## src/rtl/alu_pkg.sv

```systemverilog
`default_nettype none
// ============================================================================
// Module      : alu_pkg
// Description : Shared opcodes, FSM encoding and default width for the ALU
//               request arbiter and its datapath core.
// Revision    : 1.0 - initial release
// ============================================================================
package alu_pkg;

    localparam int DEFAULT_WIDTH = 4;

    localparam logic [1:0] OP_AND = 2'b00;
    localparam logic [1:0] OP_OR  = 2'b01;
    localparam logic [1:0] OP_ADD = 2'b10;
    localparam logic [1:0] OP_SUB = 2'b11;

    typedef enum logic [1:0] {
        IDLE = 2'd0,
        EXEC = 2'd1,
        RESP = 2'd2
    } state_t;

endpackage
`default_nettype wire

```

## src/rtl/alu_core.sv

```systemverilog
`default_nettype none
// ============================================================================
// Module      : alu_core
// Description : Combinational AND/OR/ADD/SUB built from a chain of per-bit
//               full-adder slices; carry is carry-out for ADD, borrow for SUB.
// Revision    : 1.0 - initial release
// ============================================================================
module alu_core
    import alu_pkg::*;
#(
    parameter int WIDTH = DEFAULT_WIDTH
) (
    input  logic [1:0]       op,
    input  logic [WIDTH-1:0] a,
    input  logic [WIDTH-1:0] b,
    output logic [WIDTH-1:0] result,
    output logic             carry
);

    logic             w_sub;
    logic [WIDTH:0]   w_c;
    logic [WIDTH-1:0] w_sum;

    // SUB is a + ~b + 1; the inverted carry-out is the unsigned borrow
    assign w_sub  = (op == OP_SUB);
    assign w_c[0] = w_sub;

    genvar i;
    generate
        for (i = 0; i < WIDTH; i++) begin : g_bit
            logic w_b;
            assign w_b        = b[i] ^ w_sub;
            assign w_sum[i]   = a[i] ^ w_b ^ w_c[i];
            assign w_c[i + 1] = (a[i] & w_b) | (w_c[i] & (a[i] ^ w_b));
        end
    endgenerate

    always_comb begin
        result = '0;
        carry  = 1'b0;
        case (op)
            OP_AND: result = a & b;
            OP_OR:  result = a | b;
            OP_ADD: begin
                result = w_sum;
                carry  = w_c[WIDTH];
            end
            default: begin
                result = w_sum;
                carry  = ~w_c[WIDTH];
            end
        endcase
    end

endmodule
`default_nettype wire

```

## src/rtl/alu_req_arbiter.sv

```systemverilog
`default_nettype none
// ============================================================================
// Module      : alu_req_arbiter
// Description : Round-robin two-port front end that issues one ALU operation
//               at a time and holds the result until the consumer accepts it.
// Revision    : 1.0 - initial release
// ============================================================================
module alu_req_arbiter
    import alu_pkg::*;
#(
    parameter int WIDTH = DEFAULT_WIDTH
) (
    input  logic             clk,
    input  logic             rst_n,
    input  logic [1:0]       req_valid,
    output logic [1:0]       req_ready,
    input  logic [1:0]       req_op0,
    input  logic [1:0]       req_op1,
    input  logic [WIDTH-1:0] req_a0,
    input  logic [WIDTH-1:0] req_b0,
    input  logic [WIDTH-1:0] req_a1,
    input  logic [WIDTH-1:0] req_b1,
    output logic             rsp_valid,
    input  logic             rsp_ready,
    output logic [WIDTH-1:0] rsp_result,
    output logic             rsp_carry,
    output logic             rsp_zero,
    output logic             rsp_id
);

    state_t           r_state;
    state_t           w_state_nxt;
    logic             r_prio;
    logic [1:0]       r_op;
    logic [WIDTH-1:0] r_a;
    logic [WIDTH-1:0] r_b;
    logic             r_id;
    logic             w_winner;
    logic             w_accept;
    logic [WIDTH-1:0] w_result;
    logic             w_carry;

    // Contention is settled by prio; a lone requester wins outright
    assign w_winner = (&req_valid) ? r_prio : req_valid[1];
    assign w_accept = (r_state == IDLE) && (|req_valid);

    always_ff @(posedge clk or negedge rst_n) begin
        if (!rst_n) begin
            r_state <= IDLE;
        end else begin
            r_state <= w_state_nxt;
        end
    end

    always_comb begin
        w_state_nxt = r_state;
        req_ready   = '0;
        case (r_state)
            IDLE: begin
                if (w_accept) begin
                    req_ready[w_winner] = 1'b1;
                    w_state_nxt         = EXEC;
                end
            end
            EXEC:    w_state_nxt = RESP;
            RESP:    if (rsp_ready) w_state_nxt = IDLE;
            default: w_state_nxt = IDLE;
        endcase
    end

    alu_core #(
        .WIDTH (WIDTH)
    ) u_alu_core (
        .op     (r_op),
        .a      (r_a),
        .b      (r_b),
        .result (w_result),
        .carry  (w_carry)
    );

    always_ff @(posedge clk or negedge rst_n) begin
        if (!rst_n) begin
            r_prio     <= 1'b0;
            r_op       <= OP_AND;
            r_a        <= '0;
            r_b        <= '0;
            r_id       <= 1'b0;
            rsp_valid  <= 1'b0;
            rsp_result <= '0;
            rsp_carry  <= 1'b0;
            rsp_zero   <= 1'b0;
            rsp_id     <= 1'b0;
        end else begin
            if (w_accept) begin
                r_op   <= w_winner ? req_op1 : req_op0;
                r_a    <= w_winner ? req_a1  : req_a0;
                r_b    <= w_winner ? req_b1  : req_b0;
                r_id   <= w_winner;
                r_prio <= ~w_winner;
            end
            if (r_state == EXEC) begin
                rsp_result <= w_result;
                rsp_carry  <= w_carry;
                rsp_zero   <= (w_result == '0);
                rsp_id     <= r_id;
                rsp_valid  <= 1'b1;
            end else if ((r_state == RESP) && rsp_ready) begin
                rsp_valid <= 1'b0;
            end
        end
    end

endmodule
`default_nettype wire

```

## config.mk

```make
export PLATFORM = sky130hd
export DESIGN_NAME = alu_req_arbiter
export DESIGN_NICKNAME = d
export VERILOG_FILES = /design/src/rtl/alu_pkg.sv /design/src/rtl/alu_core.sv /design/src/rtl/alu_req_arbiter.sv
export SDC_FILE = /design/constraint.sdc
export NUM_CORES = 1
export LEC_CHECK = 0
export BUFFER_PORTS_ARGS = -buffer_cell sky130_fd_sc_hd__buf_2
export CAP_MARGIN = 30
export CORE_MARGIN = 4
export CORE_UTILIZATION = 46
export CTS_CLUSTER_SIZE = 16
export DETAILED_ROUTE_END_ITERATION = 16
export HOLD_SLACK_MARGIN = 0.06
export PLACE_DENSITY = 0.75
export SYNTH_ARGS = -nofsm -noshare
export SYNTH_HDL_FRONTEND = slang
export SYNTH_HIERARCHICAL = 1
export SYNTH_SLANG_ARGS = --single-unit
```

## constraint.sdc

```tcl
create_clock -name clk -period 2.8 [get_ports clk]
set_clock_uncertainty 0.2 [all_clocks]
set_input_delay 0.14 -clock clk [delete_from_list [all_inputs] [get_ports clk]]
set_output_delay 0.14 -clock clk [all_outputs]
set_load 0.02 [all_outputs]
```

==> out/metrics.csv, run 1 <==
metric;value;unit
dp_slack;-0.0801;ns
rr_worst_depth;8;
grt_use_total;18.5;%
dp_hpwl;2020;um
syn_to_final_growth;44.6;%
synth_area_per_cell;9.71;um2
path_max_fanout;2;
finalNonFillerCells;225;
core_area;0.00252;mm2
leakage;0.829;nW
synth_top_family_by_area;compound AO/OA/AOI/OAI gates;
rows;18;
critPathArrivalTime;2.90;ns
critPathLaunch;r_b[0]$_DFFE_PN0N_;
setup_viol;1;
io_pins;35;
end_kind;flop;
synth_fp_nets;158;
synth_compound_gate_area_share;21.8;%
place.gp.congestion;0.780;
cp-start-kind;flop;
dieArea;0.00360;mm2
clock_latency;0.30;ns
grt_max_degree;23;
yosys.area.top_type;dfrtp_1;
fmax;0.349;GHz
fin_nets;226;
synthMuxAreaShare;6.65;%
diodes;0;
tightestPinTransition;0.532;ns
synth-edff-count;0;
clk_pin_slew;0.12;ns
synth_async_sr_flop_share;100;%
setup.worst_path.end;rsp_zero$_DFFE_PN0P_;
cap_violations;0;
port_buffers;34;
vdd_ir_drop_max;0.729;mV
die_w;60.0;um
vias_per_cell;5.37;
dr.pass1.iters;4;
final_common_cell;buf_2;
post-route-period-util;102;%
r2r_start;r_b[0]$_DFFE_PN0N_;
grt_first_pass_wirelength;5000;um
drt_iter0_markers;33;
crit_required;2.83;ns
clock-sinks;22;
yosysWarnings;6;
wl_per_cell;12.8;um
hold_class;in2async;
start_util;49.3;%
grt_overflow;0;
cts_tree;done;
synth_xor_area_share;2.82;%
ctsLongestPathBuffers;2;
synthAdderAreaFrac;6.85;%
drt-total-wl;2880;um
critical_path_class;reg2reg;
syn_inst;128;
ys_seq_elements;22;
syn_area;0.00124;mm2
slew_headroom;64.5;%
ys.flop_type;dfrtp_1;
die_h;60.0;um
r2r_end;rsp_zero$_DFFE_PN0P_;
post-route-worst-setup-slack;-0.0674;ns
cts_htree_levels;1;
status;finished with violations;
drc;0;
yosys.area.top_type_share;44.3;%
netlist_top_cells_area;dfrtp_1 44%, a21oi_1 6.8%, a31oi_1 5.5%;
finalPower;2.02;mW
ys_seq_area_share;44.3;%
dp_cells;191;
rsz0062_at_grt;true;
slew_viol_final;0;
period_minus_slack;2.87;ns
regToRegSetupSlack;-0.07;ns
drive_gt1_share;28.7;%
grt_pass1_vias;1197;
synth-simple-area-share;11.7;%
vias;1209;
numCtsBuffers;3;
failed_checks;setup timing;
hold_viol;0;
yosys.cell_types.count;31;
powerDensity;1120;mW/mm2
antenna_found_initial;0;
antenna_left;0;
final_cell_mix;34 x buf_2, 29 x dlygate4sd3_1, 20 x dfrtp_1;
cts_root_buffer;clkbuf_4;
==> power by group <==
part	total [mW]	switching [mW]	internal (mW)	leakage (nW)
Combinational	1.24	0.608	0.633	0.552
Clock	0.171	0.0918	0.0793	0.0210
Sequential	0.606	0.128	0.478	0.256
Total	2.02	0.827	1.19	0.829
==> cells by family after synthesis <==
logic type | Yosys count
fa+ha+maj | 5
compound gates | 48
xor+xnor | 4
mux | 7
simple gates | 26
buf+inv | 16
flops | 22
==> synthesized netlist by cell type, types with 2 or more instances <==
| master | number |
|---|---|
| dfrtp_1 | 22 |
| a21oi_1 | 17 |
| a31oi_1 | 11 |
| nand3_1 | 10 |
| o21ai_0 | 10 |
| inv_1 | 8 |
| mux2_1 | 6 |
| buf_2 | 5 |
| xor2_1 | 4 |
| fa_1 | 3 |
| nand2_1 | 3 |
| nand2b_1 | 3 |
| o21bai_1 | 3 |
| o22ai_1 | 3 |
| ha_1 | 2 |
| nor2_1 | 2 |
| o21ai_1 | 2 |
==> per-stage QoR <==
stage | setup TNS [ns] | hold WS, ns | area (um2) | utilization, %
6_report | -0.0674 | 0.113 | 1800 | 71.2
5_1_grt | -0.178 | 0.136 | 1800 | 71.2
4_1_cts | -0.0825 | 0.121 | 1800 | 71.2
3_5_place_dp | -0.0801 | -0.0744 | 1460 | 58.0
3_3_place_gp | -0.0356 | -0.0791 | 1460 | 58.0
2_1_floorplan | -0.0150 | -0.356 | 1250 | -
==> state kept, by name, indices dropped and copies added, names as in the netlist <==
register and flops:
r_state 2, r_id 1, rsp_zero 1, rsp_valid 1, rsp_result 4, r_b 4, r_prio 1, rsp_carry 1
r_a 4, rsp_id 1, r_op 2
==> worst max-delay path, cell delays in order (launching register included) <==
cell     delay, ns
dfrtp_1       0.40
inv_2         0.06
mux2_4        0.30
fa_2          0.34
fa_2          0.34
fa_1          0.48
o22ai_1       0.08
or4_1         0.46
o21ai_1       0.12
==> per-layer routing <==
| layer | track usage (%) | vias to the layer above | routed length [um] |
|---|---|---|---|
| met5 | 0 | - | 0 |
| met4 | 8.23 | 0 | 43 |
| met3 | 3.24 | 6 | 162 |
| met2 | 33.8 | 40 | 1480 |
| met1 | 20.8 | 572 | 1190 |
| li1 | - | 591 | - |
==> worst min-delay path by stage <==
stage | startpoint | end | slack [ns] | cells after the start
after detailed placement | rst_n | rsp_result[3]$_DFFE_PN0P_ | -0.07 | 1
final | rst_n | rsp_result[1]$_DFFE_PN0P_ | 0.11 | 2
after CTS | rst_n | rsp_result[1]$_DFFE_PN0P_ | 0.12 | 2
after floorplan | rst_n | r_a[0]$_DFFE_PN0N_ | -0.36 | 0
after global routing | rst_n | rsp_result[1]$_DFFE_PN0P_ | 0.14 | 2
after global placement | rst_n | rsp_result[3]$_DFFE_PN0P_ | -0.08 | 1
==> what timing repair did <==
action / in CTS / in global routing
hold buffers: 29 / 0
gates resized for setup: 1 / 0
endpoints found under the setup margin: 1 / 1
pin swaps: 0 / 0
hold endpoints to repair: 35 / 0
buffers inserted: 1 / 0
==> cell type report <==
cell class                      instances  area (um2)
Tap cell                               30        37.5
Fill cell                             168         726
Sequential cell                        22         553
Clock buffer                            4        36.3
Timing Repair Buffer                   70         513
Multi-Input combinational cell         90         623
Inverter                                9        33.8
No activity file was read; power rests on OpenSTA's default activity.
==> run 2, diff against run 1 <==
Settings changed: CELL_PAD_IN_SITES_DETAIL_PLACEMENT set to 1, CELL_PAD_IN_SITES_GLOBAL_PLACEMENT set to 1, CORE_UTILIZATION 46 to 34, PLACE_DENSITY 0.75 to unset, PLACE_DENSITY_LB_ADDON set to 0.1.
==> run 2 against run 1 <==
  * The run still ends with setup timing left
  * Total power rose by 4.7%
  * Register-to-register slack got worse by 0.02 ns
  * Sequential share of layout area increased by 0.19 points
  * Fmax shrank 0.53%
  * Critical endpoint unchanged
  * Combinational power rose by 4%
  * Clock power rose by 31%
  * Highest routed layer unchanged
==> out/metrics.csv, run 2 (synthesis results as in run 1) <==
metric;value;unit;change
grt_first_pass_wirelength;5750;um;+15%
slew_headroom;58.4;%;-6.1 points
hold_viol;0;;unchanged
cts_htree_levels;1;;unchanged
grt_pass1_vias;1230;;+2.8%
syn_to_final_growth;43.7;%;
io_pins;35;;unchanged
die_h;68.5;um;+14%
drive_gt1_share;29.5;%;+0.76 points
final_common_cell;buf_2;;
rsz0062_at_grt;true;;
end_kind;flop;;
wl_per_cell;13.8;um;+7.9%
cts_tree;done;;
clock_latency;0.26;ns;-0.04 ns
dr.pass1.iters;4;;unchanged
crit_family;adder cells;;
setup_viol;1;;unchanged
clk_pin_slew;0.08;ns;-0.04 ns
failed_checks;setup timing;;
powerDensity;1180;mW/mm2;+5.4%
antenna_left;0;;unchanged
fillers;411;;+140%
largestRegisters;r_a (4), r_b (4), rsp_result (4);;
critPathArrivalTime;2.87;ns;-0.03 ns
final_cell_mix;34 x buf_2, 24 x dlygate4sd3_1, 20 x dfrtp_1;;
grt_overflow;0;;unchanged
core_area;0.00344;mm2;+36%
dieArea;0.00469;mm2;+30%
cts_root_buffer;clkbuf_8;;
antenna_found_initial;0;;unchanged
grt_use_total;16.3;%;-2.3 points
cpMostUsedCell;fa_2;;
vias_per_cell;4.99;;-7.1%
leakage;0.824;nW;-0.54%
place.gp.congestion;0.708;;-9.2%
post-route-worst-setup-slack;-0.0826;ns;-0.0152 ns
period_minus_slack;2.88;ns;+0.0152 ns
tns;-0.0826;ns;-0.0152 ns
die_w;68.5;um;+14%
slowest_stage;fa_1;;
slew_viol_final;0;;unchanged
vdd_ir_drop_max;0.338;mV;-54%
tightestPinTransition;0.623;ns;+0.0918 ns
clock-sinks;22;;unchanged
vias;1178;;-2.6%
diodes;0;;unchanged
cap_violations;0;;unchanged
cp-start-kind;flop;;
path_max_fanout;2;;unchanged
hold_class;in2async;;
drt_iter0_markers;16;;-52%
cp_slowest_stage_delay;0.49;ns;about the same
path_cells;inv_2 -> mux2_4 -> fa_2 -> fa_2 -> fa_1 -> o22ai_1 -> or4_1 -> o21ai_1;;
crit_required;2.79;ns;-0.04 ns
crit_buf_inv;1;;unchanged
port_buffers;34;;unchanged
drc;0;;unchanged
grt_max_degree;23;;unchanged
status;finished with violations;;
numCtsBuffers;3;;unchanged
drt-total-wl;3260;um;+13%
ctsLongestPathBuffers;2;;unchanged
finalPower;2.11;mW;+4.7%
critical_path_class;reg2reg;;
dp_hpwl;2370;um;+17%
post-route-period-util;103;%;+0.54 points
final_util;51.9;%;-19 points
start_util;36.1;%;-13 points
rows;21;;+3
fin_nets;221;;-2.2%
fmax;0.347;GHz;-0.53%
## run 2: cell types whose count changed in the layout (fill, tap and decap cells not counted), sizes merged
cell,delta
dlygate4sd3,-5
## run 2: power breakdown
part           leakage [nW]  internal [mW]  switching, mW  total (mW)
registers             0.256          0.480          0.124       0.604
logic                 0.540          0.649          0.636        1.29
clock network        0.0288          0.125         0.0987       0.224
## run 2: worst register-to-register path: cells and delay by family (launching register included)
kind / cells / cell delay, ns
flops: 1 / 0.40
buf+inv: 1 / 0.07
compound gates: 2 / 0.21
fa+ha+maj: 3 / 1.17
mux: 1 / 0.30
simple gates: 1 / 0.47
## run 2: worst paths after layout
kind                            cells after the start                         to  slack (ns)                from
worst min register to register                      1           r_id$_DFFE_PN0N_        0.28    r_id$_DFFE_PN0N_
worst max register to register                      8       rsp_zero$_DFFE_PN0P_       -0.08  r_b[0]$_DFFE_PN0N_
worst min-delay path                                2  rsp_result[1]$_DFFE_PN0P_        0.17               rst_n
min in group clk                                    3           r_id$_DFFE_PN0N_        0.24        req_valid[1]
max in group asynchronous                           2        r_op[0]$_DFFE_PN0N_        1.87               rst_n
worst max-delay path                                8       rsp_zero$_DFFE_PN0P_       -0.08  r_b[0]$_DFFE_PN0N_
## run 2: layout make-up
cell class	count	area [um2]	share of cell area, %
clock buffer	4	55.1	3.08
inverter	9	33.8	1.89
sequential	22	553	31.0
timing repair buffer	65	463	25.9
multi-input combinational	90	623	34.9
tap	46	57.6	3.22
## run 2: timing repair
item	4_1_cts	5_1_grt
endpoints found under the setup margin	1	2
endpoints found under the hold margin	35	0
resized for setup	1	0
buffers inserted	1	0
hold buffers	24	0
pin swaps	0	0
## run 2: through the flow
stage	setup slack [ns]	instances	area, um2	hold slack (ns)
floorplan	-0.0150	128	1250	-0.356
global placement	-0.0570	207	1480	-0.0687
detailed placement	-0.0975	207	1480	-0.0684
CTS	-0.0940	236	1790	0.184
global route	-0.186	236	1790	0.213
finish	-0.0826	236	1790	0.172
## run 2: metal layers
| layer | GRT usage (%) | part of all wire (%) | vias up |
|---|---|---|---|
| met5 | 0 | 0 | - |
| met1 | 20.5 | 43 | 561 |
| met3 | 1.15 | 5.0 | 2 |
| li1 | - | - | 582 |
| met2 | 28.7 | 51 | 33 |
| met4 | 5.96 | 0.83 | 0 |
==> run 3, diff against run 2 <==
Clock period 2.8 ns to 2.55 ns, I/O delays scaled along.
==> run 3 against run 2 <==
  * The flow still finishes with violations (setup timing)
  * Clock-buffer cell count is the same
  * Clock power grew 12%
  * Worst setup slack lost 0.27 ns
  * Die area is the same
  * Wire length grew 5.2%
  * Fmax shrank 0.74%
  * Hold slack lost 0.016 ns
  * Non-clock buffer count grew 9
  * First-iteration DRC count shrank 6.3%
  * Sequential cell count is the same
  * Utilization grew 2.5 points
  * Largest power group unchanged
==> out/metrics.csv, run 3 (synthesis results as in run 1) <==
metric;value;unit;change
grt_pass1_vias;1299;;+5.6%
diodes;0;;unchanged
ctsLongestPathBuffers;2;;unchanged
vias_per_cell;4.94;;-1.1%
syn_to_final_growth;50.7;%;
slew_headroom;60.1;%;+1.8 points
status;finished with violations;;
finalPower;2.47;mW;+17%
leakage;0.862;nW;+4.5%
antenna_left;0;;unchanged
period_minus_slack;2.90;ns;+0.0214 ns
crit_required;2.54;ns;-0.25 ns
failed_checks;setup timing;;
clock_latency;0.26;ns;about the same
final_common_cell;buf_2;;
grt_use_total;16.9;%;+0.63 points
drt-total-wl;3430;um;+5.2%
core_area;0.00344;mm2;unchanged
cp-start-kind;flop;;
numCtsBuffers;3;;unchanged
cts_root_buffer;clkbuf_8;;
setup_viol;3;;+2
post-route-period-util;114;%;+11 points
grt_first_pass_wirelength;5940;um;+3.2%
cp_slowest_stage_delay;0.51;ns;+0.02 ns
wl_per_cell;14.0;um;+1.3%
dieArea;0.00469;mm2;unchanged
critical_path_class;reg2reg;;
dr.pass1.iters;2;;-2
clk_pin_slew;0.08;ns;about the same
slew_viol_final;0;;unchanged
io_pins;35;;unchanged
rows;21;;unchanged
r2r_end;rsp_zero$_DFFE_PN0P_;;
path_cells;inv_2 -> mux2_4 -> fa_2 -> fa_2 -> fa_1 -> o22ai_2 -> or4_1 -> o21ai_1;;
port_buffers;34;;unchanged
finalNonFillerCells;245;;+3.8%
cpMostUsedCell;fa_2;;
rr_worst_depth;8;;unchanged
slowest_stage;fa_1;;
hold_class;in2async;;
final_cell_mix;34 x buf_2, 28 x dlygate4sd3_1, 20 x dfrtp_1;;
vias;1210;;+2.7%
post-route-worst-setup-slack;-0.354;ns;-0.271 ns
tightestPinTransition;0.597;ns;-0.0263 ns
place.gp.congestion;0.713;;+0.69%
dp_hpwl;2390;um;+0.66%
start_util;36.1;%;unchanged
end_kind;flop;;
hold_viol;0;;unchanged
powerDensity;1320;mW/mm2;+12%
cts_htree_levels;1;;unchanged
critPathArrivalTime;2.90;ns;+0.03 ns
antenna_found_initial;0;;unchanged
clock-sinks;22;;unchanged
cap_violations;0;;unchanged
drc;0;;unchanged
fmax;0.344;GHz;-0.74%
grt_max_degree;23;;unchanged
drt_iter0_markers;15;;-1
hold_slack;0.156;ns;-0.0162 ns
drive_gt1_share;31.7;%;+2.2 points
grt_overflow;0;;unchanged
dp_cells;211;;+1.9%
die_w;68.5;um;unchanged
dp_slack;-0.339;ns;-0.242 ns
die_h;68.5;um;unchanged
vdd_ir_drop_max;0.405;mV;+20%
largestRegisters;r_a (4), r_b (4), rsp_result (4);;
rsz0062_at_grt;true;;
regToRegSetupSlack;-0.35;ns;-0.27 ns
path_max_fanout;2;;unchanged
fin_nets;230;;+4.1%
r2r_start;r_b[0]$_DFFE_PN0N_;;
cts_tree;done;;
## run 3: final cells by class
class,instances,area [um2]
repair buffers,74,541
inverters,9,33.8
fillers,394,1570
well taps,46,57.6
flip-flops and latches,22,553
multi-input cells,90,632
clock buffers,4,55.1
## run 3: how the worst max path moves through the flow
stage | start | end | slack [ns] | cells past startpoint
2_1_floorplan | r_op[0]$_DFFE_PN0N_ | rsp_zero$_DFFE_PN0P_ | -0.26 | 8
3_3_place_gp | r_b[0]$_DFFE_PN0N_ | rsp_zero$_DFFE_PN0P_ | -0.30 | 8
3_5_place_dp | r_b[0]$_DFFE_PN0N_ | rsp_zero$_DFFE_PN0P_ | -0.34 | 8
4_1_cts | r_b[0]$_DFFE_PN0N_ | rsp_zero$_DFFE_PN0P_ | -0.34 | 8
5_1_grt | r_b[0]$_DFFE_PN0N_ | rsp_zero$_DFFE_PN0P_ | -0.47 | 8
6_report | r_b[0]$_DFFE_PN0N_ | rsp_zero$_DFFE_PN0P_ | -0.35 | 8
## run 3: layer usage
metal	global-route usage, %	vias up	wire length, um
met4	8.44	0	49
met3	1.81	4	129
li1	-	597	-
met2	30.5	30	1760
met5	0	-	0
met1	19.4	579	1500
## run 3: where the power goes
group / internal (mW) / switching [mW] / leakage [nW]
Combinational: 0.817 / 0.747 / 0.577
Sequential: 0.527 / 0.132 / 0.256
Clock: 0.138 / 0.113 / 0.0288
Total: 1.48 / 0.992 / 0.862
## run 3: timing repair
action | CTS | global route
hold buffers | 28 | 0
gates resized for setup | 1 | 2
buffers inserted | 1 | 1
endpoints found under the setup margin | 3 | 7
endpoints found under the hold margin | 35 | 0
## run 3: through the flow
step / utilization [%] / area [um2] / TNS [ns]
after floorplan: - / 1250 / -0.292
after global placement: 43.9 / 1510 / -0.529
after detailed placement: 43.9 / 1510 / -0.613
after CTS: 53.9 / 1860 / -0.613
after global routing: 54.4 / 1870 / -1.01
final: 54.4 / 1870 / -0.744
## run 3: critical path, delay by kind of cell (launching register included)
family | cells | cell delay, ns
flops | 1 | 0.40
fa+ha+maj | 3 | 1.20
mux | 1 | 0.30
compound gates | 2 | 0.20
buf+inv | 1 | 0.07
simple gates | 1 | 0.47
